`config.mk`:
```
export PLATFORM = sky130hd
export DESIGN_NAME = id_ex_stage
export DESIGN_NICKNAME = d
export VERILOG_FILES = /design/src/rtl/id_ex_stage.sv
export SDC_FILE = /design/constraint.sdc
export NUM_CORES = 1
export LEC_CHECK = 0
export CAP_MARGIN = 40
export CORE_UTILIZATION = 45
export CTS_BUF_LIST = sky130_fd_sc_hd__clkbuf_8
export DETAILED_ROUTE_END_ITERATION = 7
export PLACE_DENSITY = 0.85
export SLEW_MARGIN = 10
export SYNTH_ARGS = -nofsm -noshare
export SYNTH_HDL_FRONTEND = slang
export SYNTH_SLANG_ARGS = --single-unit
```
`constraint.sdc`:
```
create_clock -name clk -period 2.95 [get_ports clk]
set_input_delay 0.295 -clock clk [delete_from_list [all_inputs] [get_ports clk]]
set_output_delay 0.295 -clock clk [all_outputs]
set_load 0.005 [all_outputs]
```
`src/rtl/id_ex_stage.sv`:
```
// id_ex_stage: ID/EX pipeline register that sits directly in front of the ALU.
// It captures the decoded operands and control bits from ID. It then resolves
// EX/MEM and MEM/WB forwarding and drives alu_op, in1 and in2 into the ALU.
// It also detects load-use hazards, inserts bubbles, and honours a global
// stall and a branch flush.
//
// Ports:
//   clk, rst_n          clock, asynchronous active-low reset
//   stall, flush        global hold / flush of the instruction entering EX
//   id_*                decoded instruction fields from ID
//   exmem_*, memwb_*    forwarding sources (write enable, destination, data)
//   ex_*                captured / forwarded values toward the ALU and MEM
//   load_use_hazard     to IF/ID: hold PC and IF/ID this cycle
//
// Handshake: there is no valid/ready pair. ex_valid qualifies the EX outputs.
// load_use_hazard is the only backpressure, and it applies in the same cycle.
// stall holds every stage at once, so nothing is lost while it is high.
module id_ex_stage #(
  parameter int DATA_W = 32,
  parameter int REG_AW = 5
) (
  input  logic              clk,
  input  logic              rst_n,
  input  logic              stall,
  input  logic              flush,
  input  logic              id_valid,
  input  logic [3:0]        id_alu_op,
  input  logic [REG_AW-1:0] id_rs_addr,
  input  logic [REG_AW-1:0] id_rt_addr,
  input  logic [REG_AW-1:0] id_rd_addr,
  input  logic [DATA_W-1:0] id_rs_data,
  input  logic [DATA_W-1:0] id_rt_data,
  input  logic [DATA_W-1:0] id_imm,
  input  logic              id_use_imm,
  input  logic              id_is_shift,
  input  logic [4:0]        id_shamt,
  input  logic              id_reg_write,
  input  logic              id_mem_read,
  input  logic              id_mem_write,
  input  logic              exmem_reg_write,
  input  logic [REG_AW-1:0] exmem_rd_addr,
  input  logic [DATA_W-1:0] exmem_result,
  input  logic              memwb_reg_write,
  input  logic [REG_AW-1:0] memwb_rd_addr,
  input  logic [DATA_W-1:0] memwb_data,
  output logic              ex_valid,
  output logic [3:0]        ex_alu_op,
  output logic [DATA_W-1:0] ex_in1,
  output logic [DATA_W-1:0] ex_in2,
  output logic [DATA_W-1:0] ex_store_data,
  output logic [REG_AW-1:0] ex_rd_addr,
  output logic              ex_reg_write,
  output logic              ex_mem_read,
  output logic              ex_mem_write,
  output logic              load_use_hazard
);

  // Captured operand state that is not visible directly on the ports.
  logic [REG_AW-1:0] ex_rs_addr;
  logic [REG_AW-1:0] ex_rt_addr;
  logic [DATA_W-1:0] ex_rs_data;
  logic [DATA_W-1:0] ex_rt_data;
  logic [DATA_W-1:0] ex_imm;
  logic [4:0]        ex_shamt;
  logic              ex_use_imm;
  logic              ex_is_shift;

  logic [DATA_W-1:0] fwd_rs;
  logic [DATA_W-1:0] fwd_rt;
  logic              rt_is_read;
  logic              rs_hit;
  logic              rt_hit;

  // Load-use detection. A shift does not read rs. rt is read by R-type ops,
  // by shifts and by stores, whose store data comes from rt.
  always_comb begin
    rt_is_read      = !id_use_imm || id_is_shift || id_mem_write;
    rs_hit          = !id_is_shift && (id_rs_addr == ex_rd_addr);
    rt_hit          = rt_is_read && (id_rt_addr == ex_rd_addr);
    load_use_hazard = !flush && ex_valid && ex_mem_read &&
                      (ex_rd_addr != '0) && id_valid && (rs_hit || rt_hit);
  end

  // Forwarding. EX/MEM is younger, so it wins over MEM/WB.
  // Register 0 always reads as zero, whatever is on the buses.
  always_comb begin
    fwd_rs = ex_rs_data;
    if (ex_rs_addr == '0)
      fwd_rs = '0;
    else if (exmem_reg_write && (exmem_rd_addr == ex_rs_addr))
      fwd_rs = exmem_result;
    else if (memwb_reg_write && (memwb_rd_addr == ex_rs_addr))
      fwd_rs = memwb_data;

    fwd_rt = ex_rt_data;
    if (ex_rt_addr == '0)
      fwd_rt = '0;
    else if (exmem_reg_write && (exmem_rd_addr == ex_rt_addr))
      fwd_rt = exmem_result;
    else if (memwb_reg_write && (memwb_rd_addr == ex_rt_addr))
      fwd_rt = memwb_data;
  end

  // Operand selection toward the ALU.
  always_comb begin
    ex_in1        = fwd_rs;
    ex_in2        = fwd_rt;
    ex_store_data = fwd_rt;
    if (ex_is_shift) begin
      ex_in1 = fwd_rt;
      ex_in2 = {{(DATA_W-5){1'b0}}, ex_shamt};
    end else if (ex_use_imm) begin
      ex_in2 = ex_imm;
    end
  end

  // Pipeline register. Priority: flush, then stall, then hazard bubble, then load.
  always_ff @(posedge clk or negedge rst_n) begin
    if (!rst_n) begin
      ex_valid     <= 1'b0;
      ex_alu_op    <= 4'd0;
      ex_rs_addr   <= '0;
      ex_rt_addr   <= '0;
      ex_rd_addr   <= '0;
      ex_rs_data   <= '0;
      ex_rt_data   <= '0;
      ex_imm       <= '0;
      ex_shamt     <= 5'd0;
      ex_use_imm   <= 1'b0;
      ex_is_shift  <= 1'b0;
      ex_reg_write <= 1'b0;
      ex_mem_read  <= 1'b0;
      ex_mem_write <= 1'b0;
    end else if (flush || (!stall && load_use_hazard)) begin
      ex_valid     <= 1'b0;
      ex_alu_op    <= 4'd0;
      ex_rs_addr   <= '0;
      ex_rt_addr   <= '0;
      ex_rd_addr   <= '0;
      ex_rs_data   <= '0;
      ex_rt_data   <= '0;
      ex_imm       <= '0;
      ex_shamt     <= 5'd0;
      ex_use_imm   <= 1'b0;
      ex_is_shift  <= 1'b0;
      ex_reg_write <= 1'b0;
      ex_mem_read  <= 1'b0;
      ex_mem_write <= 1'b0;
    end else if (!stall) begin
      ex_valid     <= id_valid;
      ex_alu_op    <= id_alu_op;
      ex_rs_addr   <= id_rs_addr;
      ex_rt_addr   <= id_rt_addr;
      ex_rd_addr   <= id_rd_addr;
      ex_rs_data   <= id_rs_data;
      ex_rt_data   <= id_rt_data;
      ex_imm       <= id_imm;
      ex_shamt     <= id_shamt;
      ex_use_imm   <= id_use_imm;
      ex_is_shift  <= id_is_shift;
      // An invalid slot must never write state downstream.
      ex_reg_write <= id_valid && id_reg_write;
      ex_mem_read  <= id_valid && id_mem_read;
      ex_mem_write <= id_valid && id_mem_write;
    end
  end

endmodule
```
==> metrics.md <==
| Metric | Value |
|---|---|
| IO Pins | around 320 |
| Clock share of power | between 30% and 40% |
| Post-synth top area share | 43.43% |
| Hpwl dp | between 20 and 25 mm |
| Initial antenna violation count | 2 |
| Synth Cell Area | around 0.0073 sq mm |
| # port buffers | 315 |
| Final #Nets | approximately 1300 |
| WP data arrival | ~2.8 ns |
| Core area | around 0.016 sq mm |
| Synth area leaders | dfrtp_1 43%, a22o_1 19%, o21ai_0 4.3% |
| Final Hold Viols | 0 |
| Combinational power share | a little under a third |
| Int Pwr | roughly 3.5 mW |
| Worst-path clk slew | about 0.080 ns |
| WS Path Type | register to primary output |
| Crit path max-delay family | buffers and inverters |
| Setup tns final | -0.4372 ns |
| Via density | 6.608 |
| # clock sinks | approximately 130 |
| CP Launch Type | register |
| CP Buf/Inv Count | 3 |
| Die height | between 100 and 150 um |
| Dpl ws | -0.1072 ns |
| Crit path cell chain | xnor2_2, nand4_1, buf_4, o22ai_2, o22ai_2, o32ai_2, buf_4, clkdlybuf4s50_1 |
| Area leader, netlist | dfrtp_1 |
| Buffer depth of the longest clock path | 2 |
| Total Routing Usage GR | between 30% and 40% |
| Vias in the first global route | 8283 |
| Flop pwr share | between 30% and 40% |
| Post-synthesis sequential area ratio | 43.43% |
| Max_cap viols | 0 |
| Max VDD drop | between 200 and 300 uV |
| Num rows | 46 |
| Setup-failing EPs final | 11 |
| Setup ws final | -0.1060 ns |
| Slowest cell on crit path | clkdlybuf4s50_1 |
| CTS buffer count | 17 |
| Drt drc | 0 |
| Power Density | between 400 and 500 mW/mm^2 |
| FF-to-FF path depth | 6 |
| Max Freq | approximately 0.33 GHz |
| Worst EP required | roughly 2.7 ns |
| Core Util, Final | ~80% |
| Switching portion of total power | 31.17% |
| Ys async rst share | 100.0% |
| Tmin final | between 3 and 4 ns |
| Post-synth EDFFs | 0 |
| Predominant post-synthesis flop cell | dfrtp_1 |
| Cell variety after synth | 44 |
| CP max stage delay | 0.49 ns |
| Syn Area/Cell | around 10 sq um |
| Register bit total from synthesis | ~130 |
| Share of cells above drive strength 1 | between 20% and 30% |
| Clock skew | roughly 0.012 ns |
| Grt total ovfl | 0 |
| CTS root buffer | clkbuf_8 |
| Vias | just under 9000 |
| Reg2reg setup slack | just over 0.9 ns |
| Die Width | about 130 um |
| Status | complete, but fails checks |
| Switching pwr | 1.601 mW |
| Synthesized netlist cell count | between 700 and 800 |
| TritonRoute pass-1 iters | 6 |
| Worst hold path type | primary input to asynchronous set/reset pin |
| Syn_nets | just over 900 |
| First-pass GRT wire length | 45.82 mm |
| Area Growth Syn to Fin | 75.72% |
| Pins Over Slew Limit | 0 |
| CP max FO | 3 |
| Clock Latency Late Sink | ~0.45 ns |
| Relative slew slack | 50.33% |
| Reg2Reg Launch Point | ex_rd_addr[0] |
| CTS tree | built |
| Tightest Pin Transition | between 0.7 and 0.8 ns |
| FF-to-FF End | ex_imm[11] |
| Die Area | ~0.017 sq mm |
| Final antenna-violating net count | 0 |
| Initial drt markers | 1094 |
| H-tree depth | 4 |
| Final wirelength | roughly 34 mm |
| YS warnings | 0 |
| Leak Pwr | between 5 and 6 nW |
| Avg WL per Cell | approximately 26 um |
| Pin count of the biggest net entering global routing | 124 |
| Unrepaired setup endpoints after global routing | true |
| Fin crit share | 103.6% |
| Failing checks | negative setup slack |
| Initial Utilization | a little under half |
| Endpoint class of the critical path | primary output |
| Routability cong. | between 0.8 and 0.9 |
layout make-up:
type,count,area [sq um]
multi-input cells,517,4601
repair buffers,439,4292
well taps,216,270.3
diodes,2,5.005
inverters,1,3.754
clock inverters,13,163.9
clock buffers,19,261.5
flip-flops and latches,126,3162
fillers,941,3069
power groups by stage:
stage / clock [mW] / combinational, mW / sequential, mW
after floorplan: 0 / 0.515 / 1.90
after global placement: 0 / 1.30 / 1.92
after detailed placement: 0 / 1.32 / 1.93
after CTS: 1.65 / 1.37 / 1.89
after global routing: 1.75 / 1.65 / 1.91
final: 1.65 / 1.59 / 1.90
logic make-up (layout without fill, tap and decap cells):
logic type / count (synthesis) / count (layout) / share of synthesized area (%)
compound gates: 331 / 331 / 35.76
simple gates: 155 / 156 / 12.06
flops: 126 / 126 / 43.43
buf+inv: 83 / 472 / 5.032
xor+xnor: 30 / 30 / 3.722
other cells: 0 / 2 / 0
registers in the layout, summed over array words and instances (netlist names):
signal / count
ex_valid: 1
ex_rt_addr: 5
ex_imm: 32
ex_reg_write: 1
ex_rd_addr: 5
ex_rs_addr: 5
ex_alu_op: 4
ex_use_imm: 1
ex_rs_data: 32
ex_mem_write: 1
ex_mem_read: 1
ex_is_shift: 1
ex_shamt: 5
ex_rt_data: 32
synthesized netlist by cell type (all sizes together) (3+ instances only):
master	count
nand2	6
a31oi	27
a311oi	4
o21ai	64
a21o	4
nor3	34
xnor2	21
nor2b	29
nand4	4
nor2	7
o2bb2ai	31
nand3	34
buf	26
a211oi	33
a22o	154
dfrtp	126
and3	33
clkbuf	56
xor2	9
a32o	3
cell usage in the layout, fill, tap and decap left out, types with 15 or more instances in the layout:
| cell | count |
|---|---|
| nor3_2 | 17 |
| clkdlybuf4s50_1 | 222 |
| o2bb2ai_1 | 25 |
| o21ai_0 | 46 |
| clkbuf_2 | 34 |
| a211oi_1 | 25 |
| buf_6 | 18 |
| and3_1 | 32 |
| dfrtp_1 | 119 |
| clkbuf_8 | 19 |
| nand3_1 | 22 |
| dlymetal6s2s_1 | 23 |
| buf_4 | 84 |
| nor2b_1 | 18 |
| a22o_1 | 154 |
| a31oi_4 | 22 |
| buf_12 | 15 |
| dlygate4sd2_1 | 24 |
per-layer routing:
layer | track usage (%) | wire length, um | vias up
met5 | 0 | 0 | -
met4 | 18.48 | 1816 | 0
met3 | 8.092 | 3564 | 154
met2 | 60.32 | 16470 | 731
met1 | 45.79 | 12630 | 4309
li1 | - | - | 3614
timing repair:
item	CTS	global route
setup endpoints to repair	96	82
endpoints found under the hold margin	67	0
gates resized for setup	136	215
pin swaps	13	41
setup buffers	10	49
hold buffers	1	0
cloned	1	6
how the worst max path moves through the flow:
stage | to | depth (start not counted) | slack, ns | from
final | ex_in1[0] | 8 | -0.11 | ex_rt_addr[2]
after floorplan | ex_in2[4] | 8 | 0.90 | ex_rt_addr[0]
after global placement | ex_in1[30] | 8 | -0.07 | memwb_rd_addr[3]
after detailed placement | ex_in1[4] | 8 | -0.11 | memwb_rd_addr[2]
after global routing | ex_in1[0] | 8 | -0.27 | ex_rs_addr[3]
after CTS | ex_in1[0] | 8 | -0.16 | ex_rt_addr[3]
through the flow:
step / power (mW) / cell area [sq um] / std cells / hold slack [ns]
finish: 5.137 / 12760 / 1333 / 0.4147
global route: 5.314 / 12750 / 1331 / 0.4247
CTS: 4.914 / 11850 / 1277 / 0.4141
detailed placement: 3.246 / 10990 / 1233 / 0.3489
global placement: 3.228 / 10990 / 1233 / 0.3425
floorplan: 2.417 / 7261 / 725 / -0.0005911
Power figures use the tool's default switching activity.
